$ cat config.mk
export PLATFORM = sky130hd
export DESIGN_NAME = obi_mem_arbiter
export DESIGN_NICKNAME = d
export VERILOG_FILES = /design/src/rtl/obi_mem_arbiter.sv
export SDC_FILE = /design/constraint.sdc
export NUM_CORES = 1
export LEC_CHECK = 0
export BUFFER_PORTS_ARGS = -buffer_cell sky130_fd_sc_hd__buf_2
export CORE_AREA = 5 5 119 121
export CTS_CLUSTER_DIAMETER = 200
export DETAILED_ROUTE_END_ITERATION = 10
export DIE_AREA = 0 0 124 126
export PLACE_DENSITY_LB_ADDON = 0.1
export SYNTH_ARGS = -nofsm -noshare
export SYNTH_HDL_FRONTEND = slang
export SYNTH_SLANG_ARGS = --single-unit
$ cat constraint.sdc
create_clock -name clk_i -period 2.7 [get_ports clk_i]
set_input_delay 0.54 -clock clk_i [delete_from_list [all_inputs] [get_ports clk_i]]
set_output_delay 0.54 -clock clk_i [all_outputs]
set_load 0.05 [all_outputs]
$ cat src/rtl/obi_mem_arbiter.sv
// N-port OBI round-robin request arbiter with in-order response routing.
// Address phase is locked to the selected port until the downstream grant arrives.
module obi_mem_arbiter #(
    parameter int unsigned NUM_PORTS       = 2,
    parameter int unsigned ADDR_W          = 32,
    parameter int unsigned DATA_W          = 32,
    parameter int unsigned MAX_OUTSTANDING = 4,
    localparam int unsigned BE_W           = DATA_W / 8,
    localparam int unsigned ID_W           = (NUM_PORTS > 2) ? $clog2(NUM_PORTS) : 1,
    localparam int unsigned CNT_W          = $clog2(MAX_OUTSTANDING + 1)
) (
    input  logic                        clk_i,
    input  logic                        rst_i,
    input  logic [NUM_PORTS-1:0]        req_i,
    output logic [NUM_PORTS-1:0]        gnt_o,
    input  logic [NUM_PORTS*ADDR_W-1:0] addr_i,
    input  logic [NUM_PORTS-1:0]        we_i,
    input  logic [NUM_PORTS*BE_W-1:0]   be_i,
    input  logic [NUM_PORTS*DATA_W-1:0] wdata_i,
    output logic [NUM_PORTS-1:0]        rvalid_o,
    output logic [NUM_PORTS*DATA_W-1:0] rdata_o,
    output logic                        mem_req_o,
    input  logic                        mem_gnt_i,
    output logic [ADDR_W-1:0]           mem_addr_o,
    output logic                        mem_we_o,
    output logic [BE_W-1:0]             mem_be_o,
    output logic [DATA_W-1:0]           mem_wdata_o,
    input  logic                        mem_rvalid_i,
    input  logic [DATA_W-1:0]           mem_rdata_i,
    output logic [CNT_W-1:0]            outstanding_o,
    output logic                        protocol_err_o
);

    localparam int unsigned PTR_W = (MAX_OUTSTANDING > 1) ? $clog2(MAX_OUTSTANDING) : 1;

    localparam logic [0:0] ST_IDLE   = 1'b0;
    localparam logic [0:0] ST_LOCKED = 1'b1;

    logic [0:0]       state;
    logic [0:0]       state_next;
    logic [ID_W-1:0]  rr_ptr;
    logic [ID_W-1:0]  locked_sel;
    logic [ID_W-1:0]  search_sel;
    logic             search_found;
    logic [ID_W-1:0]  sel;
    logic             full;
    logic             handshake;
    logic             pop;
    logic             rsp_err;

    logic [ID_W-1:0]  id_fifo [MAX_OUTSTANDING];
    logic [PTR_W-1:0] wr_ptr;
    logic [PTR_W-1:0] rd_ptr;
    logic [CNT_W-1:0] count;
    logic [ID_W-1:0]  head;
    logic             prot_err;

    // Round-robin search starting at rr_ptr; falls back to rr_ptr when nobody requests.
    always_comb begin
        int unsigned idx;
        logic [ID_W-1:0] idx_id;
        search_sel   = rr_ptr;
        search_found = 1'b0;
        idx          = 0;
        idx_id       = '0;
        for (int unsigned i = 0; i < NUM_PORTS; i++) begin
            idx    = (32'(rr_ptr) + i) % NUM_PORTS;
            idx_id = ID_W'(idx);
            if (!search_found && req_i[idx_id]) begin
                search_sel   = idx_id;
                search_found = 1'b1;
            end
        end
    end

    assign sel       = (state == ST_LOCKED) ? locked_sel : search_sel;
    assign full      = (count == CNT_W'(MAX_OUTSTANDING));
    assign mem_req_o = req_i[sel] & ~full;
    assign handshake = mem_req_o & mem_gnt_i;

    assign mem_addr_o  = addr_i[sel*ADDR_W +: ADDR_W];
    assign mem_we_o    = we_i[sel];
    assign mem_be_o    = be_i[sel*BE_W +: BE_W];
    assign mem_wdata_o = wdata_i[sel*DATA_W +: DATA_W];

    assign gnt_o = handshake ? (NUM_PORTS'(1) << sel) : '0;

    // A dropped request while locked simply falls back to IDLE without a grant.
    always_comb begin
        state_next = ST_IDLE;
        if (!handshake && mem_req_o) begin
            state_next = ST_LOCKED;
        end
    end

    always_ff @(posedge clk_i or posedge rst_i) begin
        if (rst_i) begin
            state      <= ST_IDLE;
            locked_sel <= '0;
            rr_ptr     <= '0;
        end else begin
            state <= state_next;
            if (state_next == ST_LOCKED) begin
                locked_sel <= sel;
            end
            if (handshake) begin
                rr_ptr <= (sel == ID_W'(NUM_PORTS - 1)) ? '0 : sel + 1'b1;
            end
        end
    end

    assign pop     = mem_rvalid_i & (count != '0);
    assign rsp_err = mem_rvalid_i & (count == '0);
    assign head    = id_fifo[rd_ptr];

    always_ff @(posedge clk_i) begin
        if (handshake) begin
            id_fifo[wr_ptr] <= sel;
        end
    end

    always_ff @(posedge clk_i or posedge rst_i) begin
        if (rst_i) begin
            wr_ptr   <= '0;
            rd_ptr   <= '0;
            count    <= '0;
            prot_err <= 1'b0;
        end else begin
            if (handshake) begin
                wr_ptr <= (wr_ptr == PTR_W'(MAX_OUTSTANDING - 1)) ? '0 : wr_ptr + 1'b1;
            end
            if (pop) begin
                rd_ptr <= (rd_ptr == PTR_W'(MAX_OUTSTANDING - 1)) ? '0 : rd_ptr + 1'b1;
            end
            if (handshake && !pop) begin
                count <= count + 1'b1;
            end else if (pop && !handshake) begin
                count <= count - 1'b1;
            end
            if (rsp_err) begin
                prot_err <= 1'b1;
            end
        end
    end

    assign rvalid_o = pop ? (NUM_PORTS'(1) << head) : '0;

    always_comb begin
        rdata_o = '0;
        for (int unsigned p = 0; p < NUM_PORTS; p++) begin
            if (pop && head == ID_W'(p)) begin
                rdata_o[p*DATA_W +: DATA_W] = mem_rdata_i;
            end
        end
    end

    assign outstanding_o  = count;
    assign protocol_err_o = prot_err;

endmodule

==> results.md <==
- Status: completed
- Share of layout cells above drive strength 1: 0.714
- Via/cell ratio: 4.00
- Routed Antenna Nets: 0
- Max-cap violations: 0
- Synth top area share: 0.344
- Fill count: roughly 1400
- Most common cell after layout, fill and taps aside: buf_2
- Fin. max-slew vios: 0
- PwrDens: 1220 nW/um^2
- Final hold violations: 0
- Vias in the first global route: just under 3000
- CTS buffer count: 3
- Wire length per cell: 15.7 microns
- RePlAce Congestion: ~0.84
- Port bufs: between 300 and 400
- Clock tree sinks: 15
- Met2 Use GR: 0.261
- First-pass GRT wire length: about 16 mm
- Final period util: 0.945
- Final Skew: 0.000531 ns
- CP Launch Type: flip-flop
- Critical path cell sequence: o21bai_1, o21ai_4, buf_12, buf_12, mux2_2, buf_2
- Unrepaired setup endpoints after global routing: no
- Synth Area per Inst: 9.15 sq um
- Largest net degree at the start of global routing: 67
- Residual DRC: 0
- CTS tree: done
- Clk Latency, worst-skew pair: roughly 0.24 ns
- #FFs+latches synth: 15
- IO Count: around 320
- Post-layout min period: approximately 2.6 ns
- Via total after detailed routing: 3000
- Die ar.: 15600 sq um
- Max clock buf depth: 2
- Setup Viol. Count Final: 0
- Seq/Total Area, Yosys: 0.165
- Clock Root Buffer: clkbuf_16
- Slew HR: 0.649
- Hold_buf cts: 0
- Synth unique cells: 29
- Crit-path slowest cell: dfrtp_1
- Most frequent cells in the layout: buf_2, mux2_4, nand2_1
- Die Wd: 124 microns
- H-Tree Depth: 1
- Detail Placement HPWL: 10.6 mm
- Initial Util: 0.185
- Synth area leaders: mux2_4, dfrtp_1, and3_1
- Initial antenna violation count: 3
- Initial DRC Count: slightly above 60
- Lkg Pwr: about 0.0027 uW
- Setup TNS: 0 ns
- VDD IR-drop max: between 0.4 and 0.5 mV
- CP peak stage delay: 0.41 ns
- Met1 GRT Util: 0.142
- Finished Core Util: 0.332
- Worst Path Max Fanout: 18
- Clock-pin slew on the worst setup and hold paths: roughly 0.05 ns
- Slew @ Worst Pin: around 0.53 ns
- Layout Nets: between 700 and 800
- Maximum clock frequency: 392 MHz
- Post-cts sizing count: 0
- Crit path DAT: 2.01 ns
- Layer with the highest usage: met2
- Die H: ~130 microns
- Met3 Use GR: 0.0359
- Row cnt: 42
- Syn_nets: 445
- Core Area: 13000 sq um
- Worst Hold Class: in -> async
- TritonRoute pass-1 iters: 4
- N_diodes: 0
- Area grow syn2layout: 79.4%
- Area leader, netlist: mux2_4
- Total Wirelength: 11.8 mm
- Worst EP required: around 2.2 ns
- WS Path Type: reg -> out
- Ys Warns: 0
- Mapped Cells: 262
- Critical path capture point type: output pin
- Cell Area, Synth: between 2000 and 2500 sq um
- Setup Fix Bufs, Post-CTS: 0
- Gr usage total: 0.133
- Grt total ovfl: 0
- Top cell by count, worst path: buf_12
layout make-up:
cell class	instances	area [sq um]	area share
multi-input combinational	219	1840	0.427
timing repair buffer	330	1750	0.406
sequential	15	395	0.0919
tap	176	220	0.0512
clock buffer	4	78.8	0.0183
inverter	6	22.5	0.00523
synthesized netlist by cell type:
master     number
o2bb2ai_1       2
fa_1            1
buf_6           9
xor2_1          2
nor2_1         39
a21oi_1         2
dfrtp_1        11
nor3b_2         2
mux4_2          1
edfxtp_1        4
inv_2           2
mux2_4         55
ha_1            6
a22o_1          1
nor3_1          3
and3_1         32
a21boi_1        1
inv_1           4
nand2_1        41
a21o_1          3
nor2b_1         3
o21ai_1         1
and2_1          5
buf_2           8
o22ai_1         2
o21bai_1        1
clkbuf_1        5
mux2_2         15
xnor2_1         1
metrics by stage:
step           cell area, sq um  total power [uW]  cells  hold slack (ns)  setup slack [ns]
3_5_place_dp               4220              5030    746            0.447             0.168
3_3_place_gp               4220              5030    746            0.446             0.187
5_1_grt                    4300              5550    750            0.344            0.0590
4_1_cts                    4300              5330    750            0.316             0.139
2_1_floorplan              2400              4080    262            0.392            0.0462
6_report                   4300              5270    750            0.294             0.149
power breakdown:
group / internal, uW / switching, uW
registers: 335 / 96.8
clock network: 199 / 83.5
logic: 1440 / 3110
critical path: cells and delay by family (launching register included):
| kind | cells | cell delay [ns] |
|---|---|---|
| buffers and inverters | 3 | 0.57 |
| AOI/OAI and AO/OA | 2 | 0.44 |
| DFF | 1 | 0.41 |
| muxes | 1 | 0.34 |
routing by layer:
metal / wire length (microns) / vias up
met1: 4090 / 1321
met5: 34 / -
met3: 1220 / 14
met2: 6310 / 135
li1: - / 1524
met4: 115 / 6
cell families (layout without fill, tap and decap cells):
family | count (synthesis) | count (layout) | share of synthesized area
AO/OA/AOI/OAI | 13 | 13 | 0.0381
buffers and inverters | 28 | 340 | 0.0762
XOR/XNOR | 3 | 3 | 0.0110
multiplexers | 71 | 71 | 0.424
flip-flops | 15 | 15 | 0.165
adder cells (fa/ha/maj) | 7 | 7 | 0.0396
AND/OR/NAND/NOR | 125 | 125 | 0.246
sequential cells by signal, indices dropped and copies added (netlist names):
name / flops
wr_ptr: 2
locked_sel: 1
rd_ptr: 2
state: 1
outstanding_o: 3
protocol_err_o: 1
id_fifo: 4
rr_ptr: 1
path summary, 6_finish.rpt:
check / startpoint / end / slack, ns / cells after the start
min in group clk_i: protocol_err_o$_DFFE_PP0P_ / protocol_err_o$_DFFE_PP0P_ / 0.45 / 1
worst min-delay path: rst_i / wr_ptr[1]$_DFFE_PP0P_ / 0.29 / 2
worst max register to register: outstanding_o[1]$_DFFE_PP0P_ / outstanding_o[2]$_DFFE_PP0P_ / 0.54 / 9
max in group asynchronous: rst_i / rd_ptr[1]$_DFFE_PP0P_ / 2.10 / 2
worst max-delay path: state$_DFF_PP0_ / mem_wdata_o[13] / 0.15 / 6
worst min register to register: protocol_err_o$_DFFE_PP0P_ / protocol_err_o$_DFFE_PP0P_ / 0.45 / 1
Note: power is estimated with default switching activity, not from simulation.
